$ cat config.mk
export PLATFORM = sky130hd
export DESIGN_NAME = vending_controller
export DESIGN_NICKNAME = d
export VERILOG_FILES = /design/src/rtl/vending_controller.sv
export SDC_FILE = /design/constraint.sdc
export NUM_CORES = 1
export LEC_CHECK = 0
export ABC_AREA = 0
export CORE_UTILIZATION = 45
export CTS_CLUSTER_SIZE = 10
export DETAILED_ROUTE_END_ITERATION = 8
export PLACE_DENSITY = 0.75
export SLEW_MARGIN = 25
export SYNTH_ARGS = -nofsm -noshare
export SYNTH_HDL_FRONTEND = slang
export SYNTH_SLANG_ARGS = --single-unit
$ cat constraint.sdc
create_clock -name clk -period 6.9 [get_ports clk]
set_input_delay 1.38 -clock clk [delete_from_list [all_inputs] [get_ports clk]]
set_output_delay 1.38 -clock clk [all_outputs]
set_load 0.005 [all_outputs]
$ cat src/rtl/vending_controller.sv
// Vending controller: accumulates coin credit, validates drink selections
// against packed prices, sequences dispense and change, and refunds credit
// on cancel or after an idle timeout. Every output is driven from a register.
module vending_controller #(
    parameter int                             NUM_DRINKS = 2,
    parameter int                             CREDIT_W   = 6,
    parameter logic [NUM_DRINKS*CREDIT_W-1:0] PRICES     = {6'd9, 6'd7},
    parameter int                             MAX_CREDIT = 50,
    parameter int                             TIMEOUT    = 1000,
    parameter int                             SEL_W      = 1
) (
    input  logic                clk,
    input  logic                rst,
    input  logic                enable,
    input  logic                coin_valid,
    input  logic [3:0]          coin_val,
    input  logic                sel_valid,
    input  logic [SEL_W-1:0]    sel_drink,
    input  logic                cancel,
    output logic [CREDIT_W-1:0] credit,
    output logic                coin_reject,
    output logic                sel_short,
    output logic                dispense_valid,
    output logic [SEL_W-1:0]    dispense_drink,
    output logic                change_valid,
    output logic [CREDIT_W-1:0] change_amt,
    output logic                busy
);

    // One extra bit so that credit + coin can never wrap before the limit test.
    localparam int SUM_W = CREDIT_W + 1;
    localparam int CNT_W = (TIMEOUT > 1) ? $clog2(TIMEOUT) : 1;
    localparam logic [SUM_W-1:0] MAX_SUM  = SUM_W'(MAX_CREDIT);
    localparam logic [CNT_W-1:0] CNT_LAST = CNT_W'(TIMEOUT - 1);

    typedef enum logic [1:0] {
        S_IDLE     = 2'd0,
        S_COLLECT  = 2'd1,
        S_DISPENSE = 2'd2,
        S_REFUND   = 2'd3
    } state_t;

    // Registered state and outputs
    state_t              r_state;
    logic [CREDIT_W-1:0] r_credit;
    logic [CREDIT_W-1:0] r_change;
    logic [CNT_W-1:0]    r_idle_cnt;
    logic                r_coin_reject;
    logic                r_sel_short;
    logic                r_dispense_valid;
    logic [SEL_W-1:0]    r_dispense_drink;
    logic                r_change_valid;
    logic [CREDIT_W-1:0] r_change_amt;
    logic                r_busy;

    // Next-state values
    state_t              w_state_nxt;
    logic [CREDIT_W-1:0] w_credit_nxt;
    logic [CREDIT_W-1:0] w_change_nxt;
    logic [CNT_W-1:0]    w_idle_cnt_nxt;
    logic                w_coin_reject_nxt;
    logic                w_sel_short_nxt;
    logic                w_dispense_valid_nxt;
    logic [SEL_W-1:0]    w_dispense_drink_nxt;
    logic                w_change_valid_nxt;
    logic [CREDIT_W-1:0] w_change_amt_nxt;
    logic                w_busy_nxt;

    // Input qualification
    logic                w_cancel_take;
    logic                w_sel_idx_ok;
    logic [CREDIT_W-1:0] w_price;
    logic                w_sel_live;
    logic                w_sel_take;
    logic                w_sel_short;
    logic [SUM_W-1:0]    w_sum;
    logic                w_coin_take;
    logic                w_timeout;

    // Decode cancel > selection > coin priority and the idle timeout.
    always_comb begin
        w_cancel_take = cancel && (r_state == S_COLLECT);
        w_sel_idx_ok  = (int'(sel_drink) < NUM_DRINKS);
        w_price       = w_sel_idx_ok ? PRICES[int'(sel_drink)*CREDIT_W +: CREDIT_W] : '0;
        // Selections only count while collecting, enabled and not overridden by cancel.
        w_sel_live    = sel_valid && enable && (r_state == S_COLLECT) && !w_cancel_take;
        w_sel_take    = w_sel_live && w_sel_idx_ok && (r_credit >= w_price);
        w_sel_short   = w_sel_live && !w_sel_take;
        w_sum         = {1'b0, r_credit} + SUM_W'(coin_val);
        w_coin_take   = coin_valid && enable && (coin_val != 4'd0)
                        && ((r_state == S_IDLE) || (r_state == S_COLLECT))
                        && (w_sum <= MAX_SUM) && !w_cancel_take && !w_sel_take;
        // Any accepted coin or short selection this cycle restarts the idle window instead.
        w_timeout     = (r_state == S_COLLECT) && (r_idle_cnt == CNT_LAST)
                        && !w_cancel_take && !w_sel_take && !w_sel_short && !w_coin_take;
    end

    // Next-state and next-output logic.
    always_comb begin
        // NOTE: every signal gets a default before the case so no path leaves it unassigned (no latch).
        w_state_nxt          = r_state;
        w_credit_nxt         = r_credit;
        w_change_nxt         = r_change;
        w_idle_cnt_nxt       = r_idle_cnt;
        w_coin_reject_nxt    = coin_valid && !w_coin_take;
        w_sel_short_nxt      = w_sel_short;
        w_dispense_valid_nxt = 1'b0;
        w_dispense_drink_nxt = '0;
        w_change_valid_nxt   = 1'b0;
        w_change_amt_nxt     = '0;

        case (r_state)
            S_IDLE: begin
                if (w_coin_take) begin
                    w_state_nxt    = S_COLLECT;
                    w_credit_nxt   = w_sum[CREDIT_W-1:0];
                    w_idle_cnt_nxt = '0;
                end
            end
            S_COLLECT: begin
                if (w_cancel_take || w_timeout) begin
                    w_state_nxt        = S_REFUND;
                    w_change_valid_nxt = 1'b1;
                    w_change_amt_nxt   = r_credit;
                    w_credit_nxt       = '0;
                    w_idle_cnt_nxt     = '0;
                end else if (w_sel_take) begin
                    w_state_nxt          = S_DISPENSE;
                    w_dispense_valid_nxt = 1'b1;
                    w_dispense_drink_nxt = sel_drink;
                    w_change_nxt         = r_credit - w_price;
                    w_credit_nxt         = '0;
                    w_idle_cnt_nxt       = '0;
                end else begin
                    if (w_coin_take) begin
                        w_credit_nxt = w_sum[CREDIT_W-1:0];
                    end
                    if (w_coin_take || w_sel_short) begin
                        w_idle_cnt_nxt = '0;
                    end else begin
                        w_idle_cnt_nxt = r_idle_cnt + CNT_W'(1);
                    end
                end
            end
            S_DISPENSE: begin
                w_change_nxt = '0;
                if (r_change != '0) begin
                    w_state_nxt        = S_REFUND;
                    w_change_valid_nxt = 1'b1;
                    w_change_amt_nxt   = r_change;
                end else begin
                    w_state_nxt = S_IDLE;
                end
            end
            S_REFUND: begin
                w_state_nxt = S_IDLE;
            end
            default: begin
                w_state_nxt = S_IDLE;
            end
        endcase

        w_busy_nxt = (w_state_nxt == S_DISPENSE) || (w_state_nxt == S_REFUND);
    end

    // State and output registers; reset aborts any transaction in flight.
    always_ff @(posedge clk or negedge rst) begin
        if (!rst) begin
            r_state          <= S_IDLE;
            r_credit         <= '0;
            r_change         <= '0;
            r_idle_cnt       <= '0;
            r_coin_reject    <= 1'b0;
            r_sel_short      <= 1'b0;
            r_dispense_valid <= 1'b0;
            r_dispense_drink <= '0;
            r_change_valid   <= 1'b0;
            r_change_amt     <= '0;
            r_busy           <= 1'b0;
        end else begin
            // NOTE: non-blocking assignments so every register samples pre-edge values.
            r_state          <= w_state_nxt;
            r_credit         <= w_credit_nxt;
            r_change         <= w_change_nxt;
            r_idle_cnt       <= w_idle_cnt_nxt;
            r_coin_reject    <= w_coin_reject_nxt;
            r_sel_short      <= w_sel_short_nxt;
            r_dispense_valid <= w_dispense_valid_nxt;
            r_dispense_drink <= w_dispense_drink_nxt;
            r_change_valid   <= w_change_valid_nxt;
            r_change_amt     <= w_change_amt_nxt;
            r_busy           <= w_busy_nxt;
        end
    end

    assign credit         = r_credit;
    assign coin_reject    = r_coin_reject;
    assign sel_short      = r_sel_short;
    assign dispense_valid = r_dispense_valid;
    assign dispense_drink = r_dispense_drink;
    assign change_valid   = r_change_valid;
    assign change_amt     = r_change_amt;
    assign busy           = r_busy;

endmodule

== Word-level counts from Yosys, hierarchy flattened ==
Index checks and enable logic that the tools add are counted.
Cells by class
  divide/modulo/power cells: 0
  shift-type cells: 1
  multiply operators: 1
  reduce and logical (&&, ||, !) cells: 33
  eq/ne operators: 9
  add/subtract/negate cells: 3
  multiplexer cells: 29
  magnitude comparators: 2
  bitwise gates (word level): 0
Operators with widths (count)
  two-way mux 6 bit: 7
  two-way mux 10 bit: 4
  one-hot mux 6 bit (2 select lines): 3
  one-hot mux 10 bit (2 select lines): 1
  logical AND 1 bit: 18
  indexed part select 12 x 5 -> 6 bit, first input constant: 1
  adder 10 x 1 -> 10 bit, second input constant: 1
  == test 10 bit, second input constant: 1
  == test 2 bit, second input constant: 4
  two-way mux 1 bit: 8
  two-way mux 2 bit: 4
  one-hot mux 2 bit (4 select lines): 1
  adder 6 x 4 -> 7 bit: 1
  less-or-equal comparator 7 x 6 -> 1 bit, second input constant: 1
  >= comparator 6 bit: 1
  inequality test 2 bit, second input constant: 3
  nonzero test 6 bit: 1
  subtractor 6 bit: 1
  zero test 1 bit: 4
  logical OR 1 bit: 4
  nonzero test 2 bit: 2
  nonzero test 4 bit: 1
  multiplier 1 x 2 -> 3 bit, second input constant: 1
  AND reduction 3 bit: 1
  4 further kinds: 4
Word-level totals
  bits in latches: 0
  input bits: 11
  ROM bits: 0
  register bits after elaboration: 36
  output and inout bits: 18
  memories: 0
  memory bits (writable): 0

== Depth between registers and ports, before layout ==
  word-level depth: 15
  depth in mapped cells: 11
  mapped depth without buffers: 9

== Worst setup path after synthesis ==
No wires, ideal clock.
  path type: input to register
  start point: input port coin_val[0]
  end point: register r_idle_cnt[1]
  stages: 10
  buffers on the path: 1
  setup time: 0.128 ns
  path slack: 3.428 ns
  data arrival time: 3.344 ns
  required time: 6.772 ns
  path through: ha_1 > inv_1 > fa_1 > xor2_1 > a2111oi_2 > a21oi_1 > nand4_2 > buf_6 > o21ai_2 > mux2_1
Between the ends
  longest elaborated chain between the ends: 11
Ends and longest elaborated chain
  from (decl): line 16  | input logic [3:0] coin_val,
  parallel branches: the longest is 3 deep, another holds adder 6 x 4 -> 7 bit
  logical AND 1 bit * (3 in a row): line 92  | && (w_sum <= MAX_SUM) && !w_cancel_take && !w_sel_take;
  logical OR 1 bit or zero test 1 bit (tied branches): line 138, 95
  two-way mux 10 bit or logical AND 1 bit (tied branches): line 138, 95
  two-way mux 10 bit or logical OR 1 bit (tied branches): line 127, 121
  two-way mux 10 bit: line 121  | if (w_cancel_take || w_timeout) begin
  one-hot mux 10 bit (2 select lines): line 112  | case (r_state)
  to (signal assigned): line 185  | r_idle_cnt <= w_idle_cnt_nxt;
  to (decl): line 47  | logic [CNT_W-1:0] r_idle_cnt;
Every way passes the cells marked *.
A chain may end at the register's enable or synchronous reset.

== Final worst setup path ==
Same ends and word-level chain as after synthesis.

==> reports/results.ini <==
[sta]
setup_viol=0
finalWorstSetupSlack_ns=2.39
tns_ns=0
rsz0062_at_grt=false
period_share_pct=65.4
post-route-min-period_ns=4.51
final-max-slew-violation-count=0
max_freq_ghz=0.222
worst_pin_slew_ns=0.837
hold_viol_final=0
relSlewSlack_pct=44.1
fin_skew_ns=0.00849

[final_layout]
layout_common_cells=dfrtp_1, clkdlybuf4s50_1, inv_1, nand2_1, o21ai_0
instances_no_fill=329
antenna_cells=0
area_growth_pct=18.4
final_nets=286
postLayoutCellArea_um2=2680
final_common_cell=dfrtp_1
drive_gt1_share_pct=6.87

[synth]
post_synth_num_cell_types=54
async_flop_share_pct=100
synthesis.area_um2=2260
syn-num-nets=263
ys_seq_elements=35
synth_edf_count=0
ys.flop_type=dfrtp_1
ys_warn_count=0
synth-seq-area-share_pct=38.7
syn_inst=238
synth.avg_cell_area_um2=9.52

[route]
drt_iter0_drc=147
routed_wl_um=4760
firstDrtPassIters=4
routed-via-count=1880
ant_nets=0
vias_per_cell=5.71
post-route-drc-count=0
routedWlPerCell_um=14.5

[setup_path]
arrival_ns=4.68
critPathKind=in -> reg
worstSetupStartpointType=input pin
end_kind=register
required_ns=7.07
crit_path_max_fanout=29

[floorplanning]
die-area_um2=5320
io_pins=29
die_h_um=72.9
core_area_um2=4790
die_x_um=72.9
num_rows=25
start_util_pct=47.3

[clocking]
path_clk_slew_ns=0.07
cts_root_buf=clkbuf_8
cts_resized=0
clk_latency_ns=0.29
cts_buffer_depth=2
clock_sinks=35
cts_tree=yes
hold_buffers=0
cts_htree_levels=2
numCtsBuffers=5
cts_setup_buffers=0

[placement]
dpl.hpwl_um=3500
dp_worst_setup_slack_ns=2.12
io_buffers=28
place_area_um2=2560
place_congestion=0.852
dp.cells=321

[power_and_ir_drop]
p_leak_nw=1.12
total_power_w=0.000918
power_density_nw_per_um2=342
ir_drop_mv=0.162

[global_route]
antenna_found_initial=0
grt_use_total_pct=19.9
grt_pass1_wl_um=8140
grt_start_max_net_pins=36
overflow=0
grt_pass1_vias=1755

[run]
drv_cap=0

[status]
status=finished, final reports clean

[worst_hold_path]
hp-class=reg -> reg

-- report_power, final --
group          leakage, nW  internal [W]  switching (W)  total (W)
combinational        0.606      0.000191       0.000232   0.000423
sequential           0.451      0.000254      0.0000516   0.000305
clock               0.0612      0.000117      0.0000727   0.000189
-- layout make-up --
class                   instances  area, um^2
fillers                       407        2100
clock inverters                 2        35.0
clock buffers                   6        82.6
repair buffers                 29         288
multi-input cells             174        1260
well taps                      67        83.8
inverters                      16        60.1
flip-flops and latches         35         876
-- routing by layer --
metal,wire (um),share of wire (%),track usage (%),vias up
met1,2310,49,26.9,897
li1,-,-,-,936
met4,87,1.8,7.84,0
met5,0,0,0,-
met2,2250,47,31.3,37
met3,118,2.5,4.01,10
-- final timing paths --
path	from	end	slack, ns	depth (start not counted)
setup / recovery	coin_val[0]	r_idle_cnt[1]$_DFFE_PN0P_	2.39	10
hold / removal	r_idle_cnt[0]$_DFFE_PN0P_	r_idle_cnt[0]$_DFFE_PN0P_	0.51	1
setup reg to reg	credit[0]$_DFFE_PN0N_	r_idle_cnt[1]$_DFFE_PN0P_	3.40	9
hold reg to reg	r_idle_cnt[0]$_DFFE_PN0P_	r_idle_cnt[0]$_DFFE_PN0P_	0.51	1
max in group asynchronous	rst	coin_reject$_DFF_PN0_	5.09	2
min in group asynchronous	rst	credit[1]$_DFFE_PN0N_	1.50	2
-- logic make-up (layout without fill, tap and decap cells) --
family / after synthesis / count (layout) / share of synthesized area [%]
mux: 8 / 8 / 3.59
simple gates: 81 / 81 / 20.1
flops: 35 / 35 / 38.7
xor+xnor: 5 / 5 / 1.93
fa+ha+maj: 14 / 14 / 8.40
compound gates: 66 / 66 / 21.5
buf+inv: 29 / 53 / 5.86
-- synth_stat cells, types with 2 or more instances --
| cell type | n | area share (%) |
|---|---|---|
| dfrtp_1 | 35 | 39 |
| inv_1 | 16 | 2.7 |
| nand2_1 | 16 | 2.7 |
| o21ai_0 | 16 | 3.5 |
| nand3_1 | 14 | 3.1 |
| ha_1 | 12 | 6.6 |
| nor2_1 | 10 | 1.7 |
| o211ai_1 | 10 | 3.3 |
| a21oi_1 | 7 | 1.5 |
| mux2i_1 | 7 | 3.1 |
| a22o_1 | 6 | 2.3 |
| nor3_1 | 6 | 1.3 |
| clkbuf_1 | 5 | 0.83 |
| nand4_1 | 5 | 1.4 |
| and2_1 | 4 | 1.1 |
| buf_2 | 4 | 0.88 |
| nor2b_1 | 4 | 1.1 |
| o311ai_1 | 4 | 1.5 |
| a21o_1 | 3 | 0.99 |
| and3_1 | 3 | 0.83 |
| nor4_1 | 3 | 0.83 |
| o2111ai_1 | 3 | 1.2 |
| xnor2_1 | 3 | 1.2 |
| a2111oi_2 | 2 | 1.3 |
| a211oi_2 | 2 | 1.1 |
| buf_6 | 2 | 0.99 |
| fa_1 | 2 | 1.8 |
| nand2b_1 | 2 | 0.55 |
| nand4b_1 | 2 | 0.77 |
| o21a_1 | 2 | 0.66 |
| o22ai_1 | 2 | 0.55 |
| or3_1 | 2 | 0.55 |
| or4_1 | 2 | 0.66 |
| xor2_1 | 2 | 0.77 |
-- state kept, by name, summed over array words and instances (netlist names) --
signal and flops:
change_amt 6, change_valid 1, coin_reject 1, credit 6, dispense_drink 1, dispense_valid 1
r_change 6, r_idle_cnt 10, r_state 2, sel_short 1
-- through the flow --
step	util [%]	hold WS, ns
floorplan	-	0.472
global placement	53.6	0.502
detailed placement	53.6	0.507
CTS	56.0	0.516
global route	56.0	0.557
finish	56.0	0.511
-- critical path, stage by stage --
cell,delay [ns]
clkdlybuf4s50_1,0.48
ha_1,0.18
inv_1,0.06
fa_1,0.41
xor2_1,0.29
a2111oi_2,0.13
a21oi_1,0.28
nand4_2,0.64
o21ai_2,0.47
mux2_1,0.35
Note: power is estimated with default switching activity, not from simulation.
